$ cat src/rtl/priv_1_12_hpm_counters_pkg.sv
// Shared constants, types and the read-modify-write helper for the counter CSR block.
package priv_types_1_12_pkg;

  localparam logic [1:0]  PRIV_M             = 2'b11;

  localparam logic [11:0] MCYCLE_ADDR        = 12'hB00;
  localparam logic [11:0] MINSTRET_ADDR      = 12'hB02;
  localparam logic [11:0] MHPMCOUNTER_BASE   = 12'hB00;
  localparam logic [11:0] MHPMEVENT_BASE     = 12'h320;
  localparam logic [11:0] MCOUNTINHIBIT_ADDR = 12'h320;
  localparam logic [11:0] MCOUNTEREN_ADDR    = 12'h306;
  localparam logic [11:0] CYCLE_ADDR         = 12'hC00;
  localparam logic [11:0] CSR_H_OFFSET       = 12'h080;

  typedef logic [4:0] counter_idx_t;

  typedef enum logic [1:0] {
    CSR_NONE,
    CSR_WRITE,
    CSR_SET,
    CSR_CLEAR
  } csr_op_t;

  function automatic logic [31:0] csr_rmw(csr_op_t op, logic [31:0] old_val, logic [31:0] new_val);
    logic [31:0] res;
    case (op)
      CSR_WRITE: res = new_val;
      CSR_SET:   res = old_val | new_val;
      CSR_CLEAR: res = old_val & ~new_val;
      default:   res = old_val;
    endcase
    return res;
  endfunction

endpackage

$ cat src/rtl/priv_1_12_hpm_counters_if.sv
// CSR broadcast bus between the main CSR file (master) and the counter block (slave).
interface priv_1_12_hpm_counters_if;
  logic [11:0] csr_addr;
  logic        csr_write;
  logic        csr_set;
  logic        csr_clear;
  logic [31:0] new_csr_val;
  logic [1:0]  curr_priv;
  logic [31:0] old_csr_val;
  logic        csr_hit;
  logic        invalid_csr;

  modport master (
    output csr_addr, csr_write, csr_set, csr_clear, new_csr_val, curr_priv,
    input  old_csr_val, csr_hit, invalid_csr
  );

  modport slave (
    input  csr_addr, csr_write, csr_set, csr_clear, new_csr_val, curr_priv,
    output old_csr_val, csr_hit, invalid_csr
  );
endinterface

$ cat src/rtl/priv_1_12_hpm_counters_counter64.sv
// 64-bit event counter with half-word CSR writes; a write in the same cycle drops the increment.
module priv_1_12_counter64 (
  input  logic        CLK,
  input  logic        RST,
  input  logic        inc_en,
  input  logic        wr_lo,
  input  logic        wr_hi,
  input  logic [31:0] wdata,
  output logic [63:0] cnt
);

  always_ff @(posedge CLK or posedge RST) begin
    if (RST)        cnt <= '0;
    else if (wr_lo) cnt <= {cnt[63:32], wdata};
    else if (wr_hi) cnt <= {wdata, cnt[31:0]};
    else if (inc_en) cnt <= cnt + 64'd1;
  end

endmodule

$ cat src/rtl/priv_1_12_hpm_counters.sv
// mcycle/minstret/mhpmcounter block with mcountinhibit, mcounteren, mhpmevent and user aliases.
module priv_1_12_hpm_counters
  import priv_types_1_12_pkg::*;
#(
  parameter int NUM_HPM = 4,
  parameter int EVENT_W = 8
) (
  input  logic                    CLK,
  input  logic                    RST,
  priv_1_12_hpm_counters_if.slave bus,
  input  logic                    inst_ret,
  input  logic [EVENT_W-1:0]      event_in
);

  localparam int          NCNT        = NUM_HPM + 2;
  localparam int          NEVT        = (NUM_HPM == 0) ? 1 : NUM_HPM;
  localparam logic [63:0] HPM_BITS    = ((64'd1 << NUM_HPM) - 64'd1) << 3;
  localparam logic [31:0] CNT_MASK    = 32'h5 | HPM_BITS[31:0];
  localparam logic [11:0] MCYCLEH_ADDR = MCYCLE_ADDR + CSR_H_OFFSET;
  localparam logic [11:0] CYCLEH_ADDR  = CYCLE_ADDR + CSR_H_OFFSET;

  logic [63:0] cnt_q [NCNT];
  logic [31:0] evt_q [NEVT];
  logic [31:0] inhibit_q, counteren_q;

  // ---------------- decode ----------------
  counter_idx_t idx;
  logic not_time, is_mlo, is_mhi, is_ulo, is_uhi, is_evt, is_inh, is_en;
  logic m_space, u_space, access, hit, invalid;

  assign idx      = bus.csr_addr[4:0];
  assign not_time = (idx != 5'd1);
  assign is_mlo   = (bus.csr_addr[11:5] == MHPMCOUNTER_BASE[11:5]) && not_time;
  assign is_mhi   = (bus.csr_addr[11:5] == MCYCLEH_ADDR[11:5]) && not_time;
  assign is_ulo   = (bus.csr_addr[11:5] == CYCLE_ADDR[11:5]) && not_time;
  assign is_uhi   = (bus.csr_addr[11:5] == CYCLEH_ADDR[11:5]) && not_time;
  assign is_evt   = (bus.csr_addr[11:5] == MHPMEVENT_BASE[11:5]) && (idx >= 5'd3);
  assign is_inh   = (bus.csr_addr == MCOUNTINHIBIT_ADDR);
  assign is_en    = (bus.csr_addr == MCOUNTEREN_ADDR);

  assign m_space  = is_mlo | is_mhi | is_evt | is_inh | is_en;
  assign u_space  = is_ulo | is_uhi;
  assign hit      = m_space | u_space;
  assign access   = bus.csr_write | bus.csr_set | bus.csr_clear;

  // User aliases are never writable; reads below M need the matching mcounteren bit.
  assign invalid  = (m_space && bus.curr_priv != PRIV_M) ||
                    (u_space && (access || (bus.curr_priv != PRIV_M && !counteren_q[idx])));

  // ---------------- read path ----------------
  logic [63:0] cnt_sel;
  logic [31:0] evt_sel, rd_val;

  always_comb begin
    cnt_sel = '0;
    evt_sel = '0;
    if (idx == 5'd0)      cnt_sel = cnt_q[0];
    else if (idx == 5'd2) cnt_sel = cnt_q[1];
    for (int j = 0; j < NUM_HPM; j++) begin
      if (idx == counter_idx_t'(j + 3)) begin
        cnt_sel = cnt_q[j+2];
        evt_sel = evt_q[j];
      end
    end
  end

  always_comb begin
    rd_val = '0;
    if (is_mlo || is_ulo)      rd_val = cnt_sel[31:0];
    else if (is_mhi || is_uhi) rd_val = cnt_sel[63:32];
    else if (is_inh)           rd_val = inhibit_q;
    else if (is_en)            rd_val = counteren_q;
    else if (is_evt)           rd_val = evt_sel;
  end

  assign bus.old_csr_val = hit ? rd_val : 32'd0;
  assign bus.csr_hit     = hit;
  assign bus.invalid_csr = hit && invalid;

  // ---------------- write path ----------------
  csr_op_t     op;
  logic [31:0] wval;
  logic        we;

  always_comb begin
    op = CSR_NONE;
    if (bus.csr_write)      op = CSR_WRITE;
    else if (bus.csr_set)   op = CSR_SET;
    else if (bus.csr_clear) op = CSR_CLEAR;
  end

  assign wval = csr_rmw(op, rd_val, bus.new_csr_val);
  assign we   = hit && access && !invalid;

  // CNT_MASK leaves bit1 (time) permanently zero in both registers.
  always_ff @(posedge CLK or posedge RST) begin
    if (RST) begin
      inhibit_q   <= '0;
      counteren_q <= '0;
    end else if (we) begin
      if (is_inh) inhibit_q   <= wval & CNT_MASK;
      if (is_en)  counteren_q <= wval & CNT_MASK;
    end
  end

  for (genvar j = 0; j < NEVT; j++) begin : g_evt
    if (j < NUM_HPM) begin : g_impl
      always_ff @(posedge CLK or posedge RST) begin
        if (RST) evt_q[j] <= '0;
        else if (we && is_evt && idx == counter_idx_t'(j + 3)) evt_q[j] <= wval;
      end
    end else begin : g_none
      assign evt_q[j] = '0;
    end
  end

  // ---------------- counters ----------------
  // Bit 0 of the padded vector stands for event select 0, which never fires;
  // selects above EVENT_W land on zero padding.
  logic [63:0] ev_pad;
  assign ev_pad = {{(63-EVENT_W){1'b0}}, event_in, 1'b0};

  for (genvar s = 0; s < NCNT; s++) begin : g_cnt
    localparam counter_idx_t SIDX = counter_idx_t'((s == 0) ? 0 : (s == 1) ? 2 : s + 1);
    logic inc;

    if (s == 0) begin : g_cyc
      assign inc = !inhibit_q[0];
    end else if (s == 1) begin : g_ret
      assign inc = inst_ret && !inhibit_q[2];
    end else begin : g_hpm
      logic [31:0] sel;
      assign sel = evt_q[s-2];
      assign inc = !inhibit_q[s+1] && (sel[31:6] == 26'd0) && ev_pad[sel[5:0]];
    end

    priv_1_12_counter64 u_cnt (
      .CLK    (CLK),
      .RST    (RST),
      .inc_en (inc),
      .wr_lo  (we && is_mlo && idx == SIDX),
      .wr_hi  (we && is_mhi && idx == SIDX),
      .wdata  (wval),
      .cnt    (cnt_q[s])
    );
  end

endmodule

$ cat src/flat_wrapper.sv
// flat-port wrapper written by rule: the top's interface ports become plain ports
module priv_1_12_hpm_counters_flat import priv_types_1_12_pkg::*;
#(
  parameter int NUM_HPM = 4,
  parameter int EVENT_W = 8
)
  (CLK, RST, inst_ret, event_in, bus_csr_addr, bus_csr_write, bus_csr_set, bus_csr_clear, bus_new_csr_val, bus_curr_priv, bus_old_csr_val, bus_csr_hit, bus_invalid_csr);
  priv_1_12_hpm_counters_if bus_i ();
  input  logic CLK;
  input  logic RST;
  input  logic inst_ret;
  input  logic [EVENT_W-1:0] event_in;
  input wire logic [$bits(bus_i.csr_addr)-1:0] bus_csr_addr;
  input wire logic [$bits(bus_i.csr_write)-1:0] bus_csr_write;
  input wire logic [$bits(bus_i.csr_set)-1:0] bus_csr_set;
  input wire logic [$bits(bus_i.csr_clear)-1:0] bus_csr_clear;
  input wire logic [$bits(bus_i.new_csr_val)-1:0] bus_new_csr_val;
  input wire logic [$bits(bus_i.curr_priv)-1:0] bus_curr_priv;
  output wire logic [$bits(bus_i.old_csr_val)-1:0] bus_old_csr_val;
  output wire logic [$bits(bus_i.csr_hit)-1:0] bus_csr_hit;
  output wire logic [$bits(bus_i.invalid_csr)-1:0] bus_invalid_csr;
  assign bus_i.csr_addr = bus_csr_addr;
  assign bus_i.csr_write = bus_csr_write;
  assign bus_i.csr_set = bus_csr_set;
  assign bus_i.csr_clear = bus_csr_clear;
  assign bus_i.new_csr_val = bus_new_csr_val;
  assign bus_i.curr_priv = bus_curr_priv;
  assign bus_old_csr_val = bus_i.old_csr_val;
  assign bus_csr_hit = bus_i.csr_hit;
  assign bus_invalid_csr = bus_i.invalid_csr;
  priv_1_12_hpm_counters #(.NUM_HPM(NUM_HPM), .EVENT_W(EVENT_W)) u_core (.CLK(CLK), .RST(RST), .bus(bus_i), .inst_ret(inst_ret), .event_in(event_in));
endmodule
$ cat config.mk
export PLATFORM = sky130hd
export DESIGN_NAME = priv_1_12_hpm_counters_flat
export DESIGN_NICKNAME = d
export VERILOG_FILES = /design/src/rtl/priv_1_12_hpm_counters_pkg.sv /design/src/rtl/priv_1_12_hpm_counters_if.sv /design/src/rtl/priv_1_12_hpm_counters_counter64.sv /design/src/rtl/priv_1_12_hpm_counters.sv /design/src/flat_wrapper.sv
export SDC_FILE = /design/constraint.sdc
export NUM_CORES = 2
export LEC_CHECK = 0
export ABC_AREA = 0
export CAP_MARGIN = 15
export CORE_ASPECT_RATIO = 1.2
export CORE_MARGIN = 8
export CORE_UTILIZATION = 40
export DETAILED_ROUTE_END_ITERATION = 7
export GPL_TIMING_DRIVEN = 0
export SYNTH_ARGS = -nofsm -noshare
export SYNTH_HDL_FRONTEND = slang
export SYNTH_SLANG_ARGS = --single-unit
$ cat constraint.sdc
create_clock -name CLK -period 22.4 [get_ports CLK]
set_clock_uncertainty 0.15 [all_clocks]
set_input_delay 2.24 -clock CLK [delete_from_list [all_inputs] [get_ports CLK]]
set_output_delay 2.24 -clock CLK [all_outputs]
set_load 0.02 [all_outputs]
# Word level (Yosys, flattened, before mapping)
# Index checks and enable logic that the tools add are counted.
# totals
register_bits	524
# op_classes
add_sub_neg	6
n_lt_le_gt_ge	6
n_eq_ne	25
muxes	48
n_bitwise	17
n_reduce_logical	79
# ops
cell	n
two-way mux 64 bit	18
two-way mux 32 bit	16
adder 64 x 1 -> 64 bit (second input constant)	6
logical NOT 26 bit	4
one-hot mux 32 bit (3 select lines)	1
logical AND 1 bit	39
AND 32 bit	1
inverter 32 bit	1
bitwise OR 32 bit	1
equality test 7 bit (second input constant)	4
< comparator 6 x 7 -> 1 bit (second input constant)	4
AND reduction 2 bit	14
binary-select mux 1 bit (select 6 bit)	4
equality test 12 x 10 -> 1 bit (second input constant)	2
nonzero test 2 bit	10
inequality test 2 bit (second input constant)	9
equality test 5 x 3 -> 1 bit (second input constant)	3
equality test 5 x 2 -> 1 bit (second input constant)	2
bitwise OR 1 bit	8
equality test 7 x 5 -> 1 bit (second input constant)	1
logical NOT 1 bit	7
< comparator 5 x 6 -> 1 bit (second input constant)	1
two-way mux 2 bit	3
inverter 1 bit	6
8 further kinds	16

# Longest topological paths before layout
# logic_depth
word_depth	14
depth_mapped	14
ltp_nobuf	9

# Cells and area by module
# A second synthesis with hierarchy kept.
# unflattened
cells_unflattened	4614
area_unflattened_um2	37723.7
# modules_own_cells
module	instances	cells_each	area_per_inst_um2
priv_1_12_counter64	6	512	4307.9
priv_1_12_hpm_counters	1	1542	11876.4

# Least setup slack after synthesis
# OpenSTA, ideal clock, no wires.
# synth_path
path_type	in2out
from	input bus_csr_addr[4]
to	output bus_old_csr_val[10]
arrival_ns	4.333
required_ns	20.010
path_slack_ns	15.677
cell_stages	7
cell_sequence	buf_2 nor4b_1 clkbuf_1 o21ai_0 a22oi_1 nor2_1 o311ai_0
# synth_between
elab_chain_len	11
# synth_lines
item	line_no	text
start, declared	flat_wrapper.sv:13	input wire logic [$bits(bus_i.csr_addr)-1:0] bus_csr_addr;
equality test 5 x 2 -> 1 bit	priv_1_12_hpm_counters.sv:60	if (idx == counter_idx_t'(j + 3)) begin
two-way mux 32 bit (4 in series)	priv_1_12_hpm_counters.sv:60	
two-way mux 32 bit	priv_1_12_hpm_counters.sv:73	else if (is_evt) rd_val = evt_sel;
two-way mux 32 bit	priv_1_12_hpm_counters.sv:72	else if (is_en) rd_val = counteren_q;
two-way mux 32 bit	priv_1_12_hpm_counters.sv:71	else if (is_inh) rd_val = inhibit_q;
two-way mux 32 bit	priv_1_12_hpm_counters.sv:70	else if (is_mhi || is_uhi) rd_val = cnt_sel[63:32];
two-way mux 32 bit	priv_1_12_hpm_counters.sv:69	if (is_mlo || is_ulo) rd_val = cnt_sel[31:0];
two-way mux 32 bit *	priv_1_12_hpm_counters.sv:76	assign bus.old_csr_val = hit ? rd_val : 32'd0;
end, declared	flat_wrapper.sv:19	output wire logic [$bits(bus_i.old_csr_val)-1:0] bus_old_csr_val;
# Every way passes the cells marked *; elsewhere a longest branch is shown, timed or not.

# Worst setup path after layout
# layout_path
from	input bus_csr_addr[2]
to	output bus_old_csr_val[20]
# The elaborated chain is that of the path after synthesis.

==> results.ini <==
[synth]
synth_xor_area_share_pct = 7.76
postSynthAreaPerCell_um2 = 8.52
synth.area.top_cells = dfrtp_1 (40%), a21oi_1 (5.5%), mux2i_1 (5.1%)
synth_fp_nets = 3935
ys_ff_latch = 524
synthFlopType = dfrtp_1
synth.top_cell.area_share_pct = 39.8
synth.cell_area_mm2 = 0.0330
synth_top_area_cell = dfrtp_1
synth_cells = 3869
async_flop_share_pct = 100
yosys.cell_types.count = 99
synth_compound_area_share_pct = 19.5
synth_edf_count = 0
yosys_warnings = 0
synthMuxAreaShare_pct = 5.85
synth_adder_area_share_pct = 0.228
ys_seq_area_share_pct = 39.8
synth_top_family_by_area = simple AND/OR/NAND/NOR gates
synthSimpleGateAreaFrac_pct = 22.8

[outcome]
status = finished, final reports clean

[cells_and_area]
final_nets = 4138
utilization_pct = 46.9
final_cell_mix = dfrtp_1 (524), nor2_1 (414), a21oi_1 (362), nand2_1 (345), o21ai_0 (258)
mostFrequentLayoutCell = dfrtp_1
drive_gt1_share_pct = 8.66
design_area_mm2 = 0.0384
area_growth_syn_to_layout_pct = 16.5

[placed_design]
dpl_cell_area_mm2 = 0.0362
io_buffers = 91
place_congestion = 1.09
hpwl_um = 169000

[sta]
period_share_pct = 44.4
drv_slew = 0
rsz0062_at_grt = no
setup_viol = 0
min_period_ns = 9.94
slew_headroom_pct = 6.44
hold_viol = 0
max_freq_mhz = 101
tightest_slew_ns = 1.39

[drt]
drc_errors = 0
avgViaCountPerCell = 7.07
drtIter0Drc = 5916
ant_nets = 0
wirelength_um = 219000
wire_per_inst_um = 42.2
dr.pass1.iters = 6
vias = 36717

[global_route]
grt_pass1_wl_um = 294000
overflow = 0
grt_pass1_vias = 33564
track_usage_pct = 46.2
grt_max_degree = 117
antenna_found_initial = 33

[die]
start_util_pct = 40.3
rows = 115
die_y_um = 330
core_area_mm2 = 0.0819
io_pins = 94
dieArea_mm2 = 0.0919
fp.dieW_um = 278

[clocking]
cts_setup_buffers = 0
clk_pin_slew_worst_paths_ns = 0.06
cts_tree = yes
numCtsBuffers = 59
cts-root-buf = clkbuf_16
cts_resized = 0
h-tree-depth = 2
clockBufferDepth = 3
numClockSinks = 524
hold_buffers = 0
clock_latency_ns = 0.68

[setup_path]
path_cells = clkdlybuf4s50_1 > buf_2 > nor2_1 > and2_1 > buf_4 > clkbuf_1 > nand2_1 > a22oi_1 > o21ai_0 > o221ai_1 > clkdlybuf4s50_1
cp.required_ns = 20.01
path_common_cell = clkdlybuf4s50_1
cpPeakStageDelay_ns = 0.91
criticalPathCategory = input port to output pin
crit_fanout = 10
worstSetupEndpointType = output pin
crit_arrival_ns = 7.55
cp-start-kind = input port
cpMaxStageDelayCell = clkbuf_1

[power_and_ir_drop]
max-vdd-ir-drop_mv = 0.0556
powerDensity_mw_per_mm2 = 62.2
p_total_mw = 2.39
p_leak_nw = 16.1

[flow_run]
max_cap_viol_count = 0

[min_path]
min_path_type = flop to flop

## layer usage
layer	vias up	GRT usage (%)	share of wire, %	wire (µm)
met4	22	38.5	11	23600
li1	14582	-	-	-
met2	3080	67.1	41	89600
met1	18119	55.7	36	78900
met5	-	0	0.066	145
met3	914	14.6	12	27000
## through the flow
step	hold WS [ns]	TNS (ns)	setup WS, ns	std cells
floorplan	0.308	0	5.37	3869
global placement	0.337	-1241.40	-2.48	5013
detailed placement	0.346	0	12.85	5062
CTS	0.362	0	12.83	5173
global route	0.380	0	12.72	5177
finish	0.378	0	12.46	5191
## registers in the layout, summed over array words and instances (netlist names)
signal and count:
u_core.g_cnt.u_cnt.cnt 384, u_core.counteren_q 6, u_core.inhibit_q 6, u_core.g_cnt.g_hpm.sel 128
## cell families after synthesis
logic type,Yosys count
mux,187
buf+inv,319
compound gates,1039
simple gates,1502
xor+xnor,292
flops,524
fa+ha+maj,6
## worst paths after layout
kind / start / end / slack, ns / cells after the start
worst max-delay path: bus_csr_addr[2] / bus_old_csr_val[20] / 12.46 / 11
worst max register to register: u_core.g_cnt[1].u_cnt.cnt[30]$_DFFE_PP0P_ / u_core.g_cnt[0].u_cnt.cnt[30]$_DFFE_PP0P_ / 17.70 / 8
min in group asynchronous: RST / u_core.counteren_q[3]$_DFFE_PP0P_ / 1.95 / 2
worst min register to register: u_core.g_cnt[5].g_hpm.sel[13]$_DFFE_PP0P_ / u_core.g_cnt[5].g_hpm.sel[13]$_DFFE_PP0P_ / 0.38 / 2
worst min-delay path: u_core.g_cnt[5].g_hpm.sel[13]$_DFFE_PP0P_ / u_core.g_cnt[5].g_hpm.sel[13]$_DFFE_PP0P_ / 0.38 / 2
max in group asynchronous: RST / u_core.g_cnt[1].u_cnt.cnt[55]$_DFFE_PP0P_ / 18.36 / 4
## synthesized netlist by cell type, types with 8 or more instances
cell type / n
o21ai_0: 258
o22a_1: 9
a21o_1: 13
a21oi_1: 364
or3_1: 19
o221ai_1: 24
nor2b_1: 13
mux2_2: 15
a22oi_1: 85
clkbuf_1: 189
or2_2: 12
buf_1: 8
and2_1: 28
buf_2: 66
nand4_1: 103
dfrtp_1: 524
nand3_1: 163
a211oi_1: 19
mux2i_1: 169
nor3_1: 111
nand2_1: 345
o21a_1: 8
a31oi_1: 29
a32oi_1: 9
a221o_1: 10
o21bai_1: 9
and4_1: 22
inv_1: 46
a22o_1: 12
buf_4: 9
nor4_1: 75
or4_1: 11
xnor2_1: 131
nand2b_1: 12
o211ai_1: 29
o22ai_1: 37
xor2_1: 161
nor2_1: 414
and3_1: 95
a221oi_1: 34
## power breakdown
part	switching (mW)	leakage [nW]	internal [mW]
Clock	0.456	1.05	0.643
Combinational	0.215	7.97	0.0741
Sequential	0.0370	7.05	0.965
## cell type report
type                    count  area [µm²]
inverters                  46         180
repair buffers            142        1730
well taps                1053        1320
clock buffers              87        1780
flip-flops and latches    524       13100
diodes                     16        40.0
multi-input cells        3026       18700
clock inverters            24         355
fillers                  8197       43500
plain buffers             273        1160
## critical path: cells and delay by family
family | cells | cell delay (ns)
AOI/OAI and AO/OA | 3 | 1.34
buffers and inverters | 5 | 2.87
and+or+nand+nor | 3 | 1.06
(Power assumes the default switching activity.)
